**src/rtl/mem_access_stage.sv**
```systemverilog
// MEM stage: non-memory instructions pass straight through; loads and stores stall the
// pipeline over a req/ack data-memory handshake. Optional REQ timeout: MEM_TIMEOUT_EN.
module mem_access_stage #(
    parameter int unsigned TIMEOUT_CYCLES = 16
) (
    input  logic        clk,
    input  logic        rst_n,
    input  logic        ex_valid,
    input  logic        ex_mem_read,
    input  logic        ex_mem_write,
    input  logic        ex_reg_write,
    input  logic        ex_mem_to_reg,
    input  logic [15:0] ex_alu_result,
    input  logic [15:0] ex_write_data,
    input  logic [2:0]  ex_write_reg,
    output logic        dmem_req,
    output logic        dmem_we,
    output logic [15:0] dmem_addr,
    output logic [15:0] dmem_wdata,
    input  logic        dmem_ack,
    input  logic [15:0] dmem_rdata,
    output logic        mem_reg_write,
    output logic        mem_mem_to_reg,
    output logic [15:0] mem_alu_result,
    output logic [15:0] mem_read_data,
    output logic [2:0]  mem_write_reg,
    output logic        mem_stall,
    output logic        mem_timeout_err
);

    typedef enum logic [1:0] {
        S_IDLE = 2'd0,
        S_REQ  = 2'd1,
        S_DONE = 2'd2
    } state_t;

    state_t      state_q, state_d;
    logic        req_q, req_d;
    logic        we_q, we_d;
    logic [15:0] addr_q, addr_d;
    logic [15:0] wdata_q, wdata_d;
    logic        reg_write_q, reg_write_d;
    logic        mem_to_reg_q, mem_to_reg_d;
    logic [2:0]  write_reg_q, write_reg_d;
    logic [15:0] rdata_q, rdata_d;
    logic        access;
    logic        abort;

    assign access = ex_valid & (ex_mem_read | ex_mem_write);

`ifdef MEM_TIMEOUT_EN
    localparam logic [7:0] TO_LAST = 8'(TIMEOUT_CYCLES - 1);

    logic [7:0] cnt_q, cnt_d;
    logic       err_q;

    // Ack has priority over an expiring counter.
    assign abort = (state_q == S_REQ) && !dmem_ack && (cnt_q == TO_LAST);

    always_comb begin
        cnt_d = cnt_q;
        if (state_q == S_IDLE) begin
            cnt_d = 8'd0;
        end else if (state_q == S_REQ) begin
            cnt_d = cnt_q + 8'd1;
        end
    end

    always_ff @(posedge clk or negedge rst_n) begin
        if (!rst_n) begin
            cnt_q <= 8'd0;
            err_q <= 1'b0;
        end else begin
            cnt_q <= cnt_d;
            err_q <= abort;
        end
    end

    assign mem_timeout_err = err_q;
`else
    assign abort           = 1'b0;
    assign mem_timeout_err = 1'b0;
`endif

    always_ff @(posedge clk or negedge rst_n) begin
        if (!rst_n) begin
            state_q <= S_IDLE;
        end else begin
            state_q <= state_d;
        end
    end

    always_comb begin
        state_d = state_q;
        case (state_q)
            S_IDLE:  if (access) state_d = S_REQ;
            S_REQ:   if (dmem_ack || abort) state_d = S_DONE;
            S_DONE:  state_d = S_IDLE;
            default: state_d = S_IDLE;
        endcase
    end

    // Request and latched instruction fields; read data only moves on load completion.
    always_comb begin
        req_d        = req_q;
        we_d         = we_q;
        addr_d       = addr_q;
        wdata_d      = wdata_q;
        reg_write_d  = reg_write_q;
        mem_to_reg_d = mem_to_reg_q;
        write_reg_d  = write_reg_q;
        rdata_d      = rdata_q;
        case (state_q)
            S_IDLE: begin
                if (access) begin
                    req_d        = 1'b1;
                    we_d         = ex_mem_write;
                    addr_d       = ex_alu_result;
                    wdata_d      = ex_write_data;
                    reg_write_d  = ex_reg_write;
                    mem_to_reg_d = ex_mem_to_reg;
                    write_reg_d  = ex_write_reg;
                end
            end
            S_REQ: begin
                if (dmem_ack) begin
                    req_d = 1'b0;
                    if (!we_q) begin
                        rdata_d = dmem_rdata;
                    end
                end else if (abort) begin
                    req_d   = 1'b0;
                    rdata_d = 16'hDEAD;
                end
            end
            default: ;
        endcase
    end

    always_ff @(posedge clk or negedge rst_n) begin
        if (!rst_n) begin
            req_q        <= 1'b0;
            we_q         <= 1'b0;
            addr_q       <= 16'h0000;
            wdata_q      <= 16'h0000;
            reg_write_q  <= 1'b0;
            mem_to_reg_q <= 1'b0;
            write_reg_q  <= 3'd0;
            rdata_q      <= 16'h0000;
        end else begin
            req_q        <= req_d;
            we_q         <= we_d;
            addr_q       <= addr_d;
            wdata_q      <= wdata_d;
            reg_write_q  <= reg_write_d;
            mem_to_reg_q <= mem_to_reg_d;
            write_reg_q  <= write_reg_d;
            rdata_q      <= rdata_d;
        end
    end

    assign dmem_req   = req_q;
    assign dmem_we    = we_q;
    assign dmem_addr  = addr_q;
    assign dmem_wdata = wdata_q;

    always_comb begin
        mem_stall      = 1'b0;
        mem_reg_write  = ex_valid & ex_reg_write;
        mem_mem_to_reg = ex_mem_to_reg;
        mem_alu_result = ex_alu_result;
        mem_read_data  = 16'h0000;
        mem_write_reg  = ex_write_reg;
        case (state_q)
            S_IDLE: begin
                if (access) begin
                    mem_stall     = 1'b1;
                    mem_reg_write = 1'b0;
                end
            end
            S_REQ: begin
                mem_stall      = 1'b1;
                mem_reg_write  = 1'b0;
                mem_mem_to_reg = mem_to_reg_q;
                mem_alu_result = addr_q;
                mem_read_data  = rdata_q;
                mem_write_reg  = write_reg_q;
            end
            S_DONE: begin
                mem_reg_write  = reg_write_q & ~we_q & ~mem_timeout_err;
                mem_mem_to_reg = mem_to_reg_q;
                mem_alu_result = addr_q;
                mem_read_data  = rdata_q;
                mem_write_reg  = write_reg_q;
            end
            default: ;
        endcase
    end

endmodule

```
**config.mk**
```make
export PLATFORM = sky130hd
export DESIGN_NAME = mem_access_stage
export DESIGN_NICKNAME = d
export VERILOG_FILES = /design/src/rtl/mem_access_stage.sv
export SDC_FILE = /design/constraint.sdc
export NUM_CORES = 1
export LEC_CHECK = 0
export ABC_AREA = 1
export CAP_MARGIN = 20
export CORE_UTILIZATION = 30
export CTS_CLUSTER_SIZE = 28
export DETAILED_ROUTE_END_ITERATION = 8
export PLACE_DENSITY = 0.72
export SYNTH_ARGS = -nofsm -noshare
export SYNTH_HDL_FRONTEND = slang
export SYNTH_SLANG_ARGS = --single-unit
export TNS_END_PERCENT = 30
```
**constraint.sdc**
```tcl
create_clock -name clk -period 3.5 [get_ports clk]
set_input_delay 1.05 -clock clk [delete_from_list [all_inputs] [get_ports clk]]
set_output_delay 1.05 -clock clk [all_outputs]
set_load 0.05 [all_outputs]
```
# After elaboration in Yosys (flattened, before gate mapping)
# Index checks and enable logic that the tools add are counted.
# word_totals
latch_bits,0
word_cells,39
n_memories,0
output_inout_bits,73
in_bits,59
ff_bits,57
romBits,0
ram_bits,0
# op_classes
addsub,0
n_mul,0
muxes,14
n_lt_le_gt_ge,0
reduce_logical,7
eq_ne,4
shifts,0
div,0
bitwise_logic,5
# op_table
op,count
two-way mux 16 bit,2
AND reduction 3 bit,2
two-way mux 1 bit,5
two-way mux 2 bit,2
inequality test 2 bit (second input constant),2
one-hot mux 1 bit (2 select lines),2
one-hot mux 2 bit (2 select lines),1
AND reduction 2 bit,2
bitwise AND 1 bit,3
two-way mux 3 bit,1
one-hot mux 1 bit (3 select lines),1
equality test 2 x 1 -> 1 bit (second input constant),1
equality test 2 bit (second input constant),1
logical NOT 2 bit,1
nonzero test 2 bit,1
OR reduction 2 bit,1
inverter 1 bit,1
bitwise OR 1 bit,1

# Longest topological paths before layout
# logic_depth
ltp_word,4
depth_mapped,8
depth_no_buf,7

# Worst setup path before layout
# No wires, ideal clock.
# synth_timing
path_type,register to output
startpoint,register state_q[0]
endpoint,output port mem_alu_result[13]
stages_incl_launch_ff,6
setup_slack_ps,279
arrival_ps,2171
required_time_ps,2450
n_path_buf,2
path_cell_list,dfrtp_1 inv_1 ha_1 buf_2 buf_2 o21ai_0
# synth_via
elab_chain_len,3
elab_cells_between_ends,4
# synth_rtl
item,line,source
from (decl),37,"state_t state_q, state_d;"
from (signal assigned),89,state_q <= state_d;
equality test 2 x 1 -> 1 bit / equality test 2 bit (equally long branches),174,case (state_q)
OR reduction 2 bit (no source line) *,n/a,
two-way mux 16 bit *,174,
to (decl),24,"output logic [15:0] mem_alu_result,"
# Every way passes the cells marked *; elsewhere a longest branch is shown, timed or not.

# Final worst setup path
# layout_timing
startpoint,input port ex_valid
endpoint,output port mem_reg_write
# layout_via
elab_chain_len,3
elab_cells_between_ends,4
# layout_rtl
item,line,source
from (decl),8,"input logic ex_valid,"
bitwise AND 1 bit (on tied branches),"169, 49",
two-way mux 1 bit,176,if (access) begin
one-hot mux 1 bit (3 select lines) *,174,
to (decl),22,"output logic mem_reg_write,"
# Marked as above.

==> impl_metrics.toml <==
[clock_network]
clock_latency_ps = 320
cts_root_buf = "clkbuf_8"
cts_buffers = 9
post_cts_resize_count = 0
cts_setup_buffers = 0
cts_max_level = 3
cts_hold_buf = 0
clkSinkCount = 57
clockBufferDepth = 2
clk_pin_slew_ps = 70
cts_tree = "built"

[placed_design]
place_inst = 576
gp_congestion = 0.782
io_buffers = 130
dp_slack_ps = 128
hpwl_mm = 5.36

[drt]
drt-total-wl_mm = 7.29
ant_nets = 0
via_count = 2631
drtIter0Drc = 139
wl_per_cell_um = 12.3
first_pass_iters = 6
viasPerCell = 4.44
drc = 16

[floorplanning]
start_util = 0.312
core.rowCount = 34
die_h_um = 97.7
die_w_um = 97.7
dieArea_mm2 = 0.00955
ios = 132
core_area_mm2 = 0.00881

[grt]
first_global_vias = 2537
overflow = 0
antenna_found_initial = 0
grt_max_degree = 59
grt_pass1_wl_mm = 12.2
track_usage = 0.160

[flow_run]
cap_violations = 0

[layout]
n_antenna_cell = 0
nFillCells = 821
final_cell_mix = "nand2_1 (139), clkdlybuf4s50_1 (91), dfrtp_1 (57), inv_1 (44), o21ai_0 (41)"
syn_to_final_growth_pct = 71.4
drive_gt1_frac = 0.140
final_common_cell = "nand2_1"
final_core_util = 0.535
nets = 543
layout.cells.non_filler = 592

[min_path]
hp-class = "reg2reg"
worstHoldStart = "dmem_wdata[5]$_DFFE_PN0P_"

[status]
outcome = "complete, but fails checks"
violations = "DRC"

[sta]
finalClockSkew_ps = 5.88
slew_violations = 0
worst_slew_pin_slew_ps = 706
slew_headroom = 0.529
fin_ws_ps = 131
hold_viol_final = 0
timing.fmax_mhz = 297
tns_ps = 0
period_needed_ps = 3370
setup_viol = 0
finalCritPeriodShare = 0.963
rsz0062_at_grt = "false"

[logic_synthesis]
postSynthAreaPerCell_um2 = 7.83
synth_area_mm2 = 0.00275
synth_top_cell_by_area = "dfrtp_1"
syn-instance-count = 351
yosys.area.top_type_share = 0.519
synth.net_count = 415
synth.area.top_cells = "dfrtp_1 (52%), nand2_1 (19%), o21ai_0 (7.5%), nand3_1 (6.6%), inv_1 (6.0%)"
ys_seq_elements = 57
synth_cell_types = 19
ys_warn_count = 0
seq_area_frac_synth = 0.519

[worst_setup_path]
rrSetupSlack_ps = 1720
cp_max_fo = 2
cp_data_arrival_time_ps = 2320
r2r_end = "dmem_addr[13]$_DFFE_PN0P_"
critPathKind = "in2out"
cp.required_ps = 2450
start_kind = "primary input"
endpoint = "mem_reg_write"
r2r_cells = 6
cp-startpoint = "ex_valid"
reg2reg_from = "state_q[1]$_DFFE_PN0P_"
end_kind = "output pin"
## per-stage QoR
| step | cell area [um2] | hold slack [ps] |
|---|---|---|
| finish | 4710 | 466 |
| global route | 4710 | 490 |
| CTS | 4710 | 475 |
| detailed placement | 4480 | 457 |
| global placement | 4480 | 455 |
| floorplan | 2750 | 442 |
## sequential cells by signal (all words and copies together), names as in the netlist
| signal | flops |
|---|---|
| dmem_addr | 16 |
| dmem_req | 1 |
| dmem_wdata | 16 |
| dmem_we | 1 |
| mem_to_reg_q | 1 |
| rdata_q | 16 |
| reg_write_q | 1 |
| state_q | 2 |
| write_reg_q | 3 |
## synth_stat cells, drive strengths merged
| cell | instances |
|---|---|
| nand4 | 1 |
| o21ai | 41 |
| conb | 1 |
| nand3 | 36 |
| nor2 | 2 |
| clkinv | 1 |
| nand2 | 141 |
| dfrtp | 57 |
| buf | 17 |
| ha | 5 |
| clkbuf | 3 |
| inv | 46 |
## layer usage
| metal | GRT usage | part of all wire | vias to the layer above |
|---|---|---|---|
| met5 | 0 | 0 | - |
| met4 | 0.0711 | 0.013 | 0 |
| met3 | 0.0396 | 0.060 | 9 |
| met2 | 0.273 | 0.50 | 91 |
| met1 | 0.192 | 0.42 | 1198 |
| li1 | - | - | 1333 |
## cell type report
cell class              instances  area [um2]  area share
inverters                      47         176      0.0375
clock inverters                 5        77.6      0.0165
multi-input cells             227        1010       0.215
well taps                     108         135      0.0287
clock buffers                  11         151      0.0321
repair buffers                137        1730       0.367
flip-flops and latches         57        1430       0.303
## worst min path at each step
stage	end	slack (ps)	cells after the start
after detailed placement	dmem_wdata[5]$_DFFE_PN0P_	460	2
after floorplan	rdata_q[0]$_DFFE_PN0P_	440	2
after global placement	dmem_wdata[15]$_DFFE_PN0P_	450	2
after global routing	dmem_wdata[5]$_DFFE_PN0P_	490	2
after CTS	dmem_wdata[5]$_DFFE_PN0P_	480	2
final	dmem_wdata[5]$_DFFE_PN0P_	470	2
## worst max-delay path, cell delays in order
cell	delay, ps
clkdlybuf4s50_1	520
inv_2	70
o21ai_0	290
nand2_1	80
nand2_1	70
nand2_1	80
buf_12	160
## kinds of logic (layout without fill, tap and decap cells)
| group | Yosys count | after routing | synth area share |
|---|---|---|---|
| AOI/OAI and AO/OA | 41 | 41 | 0.0746 |
| other | 1 | 1 | 0.00136 |
| and+or+nand+nor | 180 | 180 | 0.270 |
| adders and majority gates | 5 | 5 | 0.0228 |
| buffers and inverters | 67 | 200 | 0.112 |
| DFF | 57 | 57 | 0.519 |
Power is left out: the tool's default activity adds up to more than one toggle a clock period on the data nets, which glitch-free logic cannot reach.
==> edit: new RTL, same flow settings <==
Encoding of `state_t`: now one-hot (3 bits for 3 states).
--- a/src/rtl/mem_access_stage.sv
+++ b/src/rtl/mem_access_stage.sv
@@ -28,10 +28,10 @@
     output logic        mem_timeout_err
 );
 
-    typedef enum logic [1:0] {
-        S_IDLE = 2'd0,
-        S_REQ  = 2'd1,
-        S_DONE = 2'd2
+    typedef enum logic [2:0] {
+        S_IDLE = 3'b001,
+        S_REQ  = 3'b010,
+        S_DONE = 3'b100
     } state_t;
 
     state_t      state_q, state_d;
Formal check against the unedited RTL: same outputs for any inputs over 10 cycles, from zero or initial values and one cycle with rst_n low; not proved beyond that.
==> edit against the original RTL <==
  * Sequential cell count up 1
  * Sequential share of layout area up 1.1 points
  * Cell area down 1.9%
  * Count of clock-buffer cells in the layout unchanged
  * Global-route usage down 1.3 points
  * Cell count up 1.9%
  * Register-to-register slack better by 150 ps
  * Worst setup slack better by 36 ps
  * Synthesized area up 3.7%
  * Utilization down 3.5 points
  * Synthesized cell count down 2.6%
  * Routed wire length down 7.0%
  * Largest cell class unchanged
==> edit: results (changes against the original RTL) <==
\begin{tabular}{lr}
\hline
Metric & Value \\
\hline
\multicolumn{2}{l}{\textbf{Worst setup path}} \\
Highest net fanout along the worst path & 17 (was 2) \\
CP peak stage delay & 830 ps (was 520 ps) \\
Register-to-register path setup slack & 1870 ps (was 1720 ps) \\
End of the worst register-to-register path & mem\_to\_reg\_q (was dmem\_addr[13]) \\
Crit path launch & state\_q[1] (was ex\_valid) \\
\multicolumn{2}{l}{\textbf{Layout}} \\
Proportion of final cell area spent on non-clock buffers & 33.0\% (was 36.7\%) \\
Count of clock buffers in the final design & 11 (unchanged) \\
Number of combinational gates with multiple inputs & 222 (was 227) \\
Flip-flop and latch share of the layout cell area & 31.4\% (was 30.3\%) \\
Net count of the finished layout & 528 (was 543) \\
Fraction of area in clock buffers and inverters & 4.74\% (was 4.86\%) \\
Layout cell share with drive strength beyond 1 & 15.6\% (was 14.0\%) \\
Layout inverter count without the clock tree & 45 (was 47) \\
Fillcell total & 903 (was 821) \\
Area of the multi-input gates & 0.00109 sq mm (was 0.00101 sq mm) \\
\multicolumn{2}{l}{\textbf{Die}} \\
Tapcell count & 129 (was 108) \\
\multicolumn{2}{l}{\textbf{Global routing}} \\
Global-route wire length before repair & 11.5 mm (was 12.2 mm) \\
GRT Util Overall & 14.7\% (was 16.0\%) \\
Via count of the first global-routing pass & 2531 (was 2537) \\
\multicolumn{2}{l}{\textbf{Outcome}} \\
Run status & complete, no violations (was complete, but fails checks) \\
\multicolumn{2}{l}{\textbf{STA}} \\
Normalized max-slew margin & 57.8\% (was 52.9\%) \\
Worst clock skew on the final layout & 6.35 ps (was 5.88 ps) \\
\multicolumn{2}{l}{\textbf{Logic synthesis}} \\
Fraction of the mapped netlist area in adder cells & 0\% (was 2.28\%) \\
Flop and latch count out of synthesis & 58 (was 57) \\
Synth top cells by count & 114 x sky130\_fd\_sc\_hd\_\_nand2\_1, 57 x sky130\_fd\_sc\_hd\_\_dfrtp\_1, 42 x sky130\_fd\_sc\_hd\_\_inv\_1 (was 139 x sky130\_fd\_sc\_hd\_\_nand2\_1, 57 x sky130\_fd\_sc\_hd\_\_dfrtp\_1, 44 x sky130\_fd\_sc\_hd\_\_inv\_1) \\
Register area share after synthesis & 50.9\% (was 51.9\%) \\
Fraction of the mapped netlist area in compound gates & 10.2\% (was 7.46\%) \\
Number of library cell types mapped by synthesis & 22 (was 19) \\
\multicolumn{2}{l}{\textbf{Detailed routing}} \\
Average detailed-routed wire length per instance & 11.2 microns (was 12.3 microns) \\
DRT iter0 DRCs & 99 (was 139) \\
First drt pass iteration count & 4 (was 6) \\
Count of vias placed by the detailed router & 2600 (was 2631) \\
\multicolumn{2}{l}{\textbf{Place}} \\
DP HPWL & 5.14 mm (was 5.36 mm) \\
\hline
\end{tabular}
## edit: changes by cell type after synthesis, moves of 2 or more
cell / unedited run / this run
sky130_fd_sc_hd__nor2_1: 0 / 18
sky130_fd_sc_hd__buf_6: 4 / 6
sky130_fd_sc_hd__clkbuf_2: 2 / 0
sky130_fd_sc_hd__buf_2: 10 / 6
sky130_fd_sc_hd__o21ai_2: 0 / 20
sky130_fd_sc_hd__nand2_1: 139 / 114
sky130_fd_sc_hd__ha_1: 5 / 0
sky130_fd_sc_hd__o21ai_1: 0 / 20
sky130_fd_sc_hd__buf_4: 3 / 5
sky130_fd_sc_hd__o21ai_0: 41 / 3
sky130_fd_sc_hd__inv_1: 44 / 42
## edit: kinds of logic after synthesis
family,count (synthesis)
AO/OA/AOI/OAI,43
other,1
buffers and inverters,62
AND/OR/NAND/NOR,178
flip-flops,58
## edit: how the worst min path moves through the flow
stage,start,to,slack (ps),cells after the start
2_1_floorplan,rdata_q[0],rdata_q[0],440,2
3_3_place_gp,dmem_wdata[4],dmem_wdata[4],450,2
3_5_place_dp,rdata_q[1],rdata_q[1],460,2
4_1_cts,rdata_q[1],rdata_q[1],470,2
5_1_grt,rdata_q[5],rdata_q[5],480,2
6_report,rdata_q[7],rdata_q[7],470,2
## edit: per-stage QoR
stage,utilization (%),worst slack [ps],cells,area (sq um),hold WS [ps]
after floorplan,-,494,342,2850,442
after global placement,47.7,353,587,4400,453
after detailed placement,47.7,298,587,4400,459
after CTS,50.0,123,603,4620,475
after global routing,50.0,9.93,603,4620,485
final,50.0,167,603,4620,471
## edit: metal layers
layer | global-route usage [%] | wire, microns | vias up
met1 | 18.3 | 2980 | 1183
met4 | 6.45 | 97 | 0
met5 | 0 | 0 | -
met3 | 4.22 | 513 | 10
li1 | - | - | 1315
met2 | 23.7 | 3190 | 92
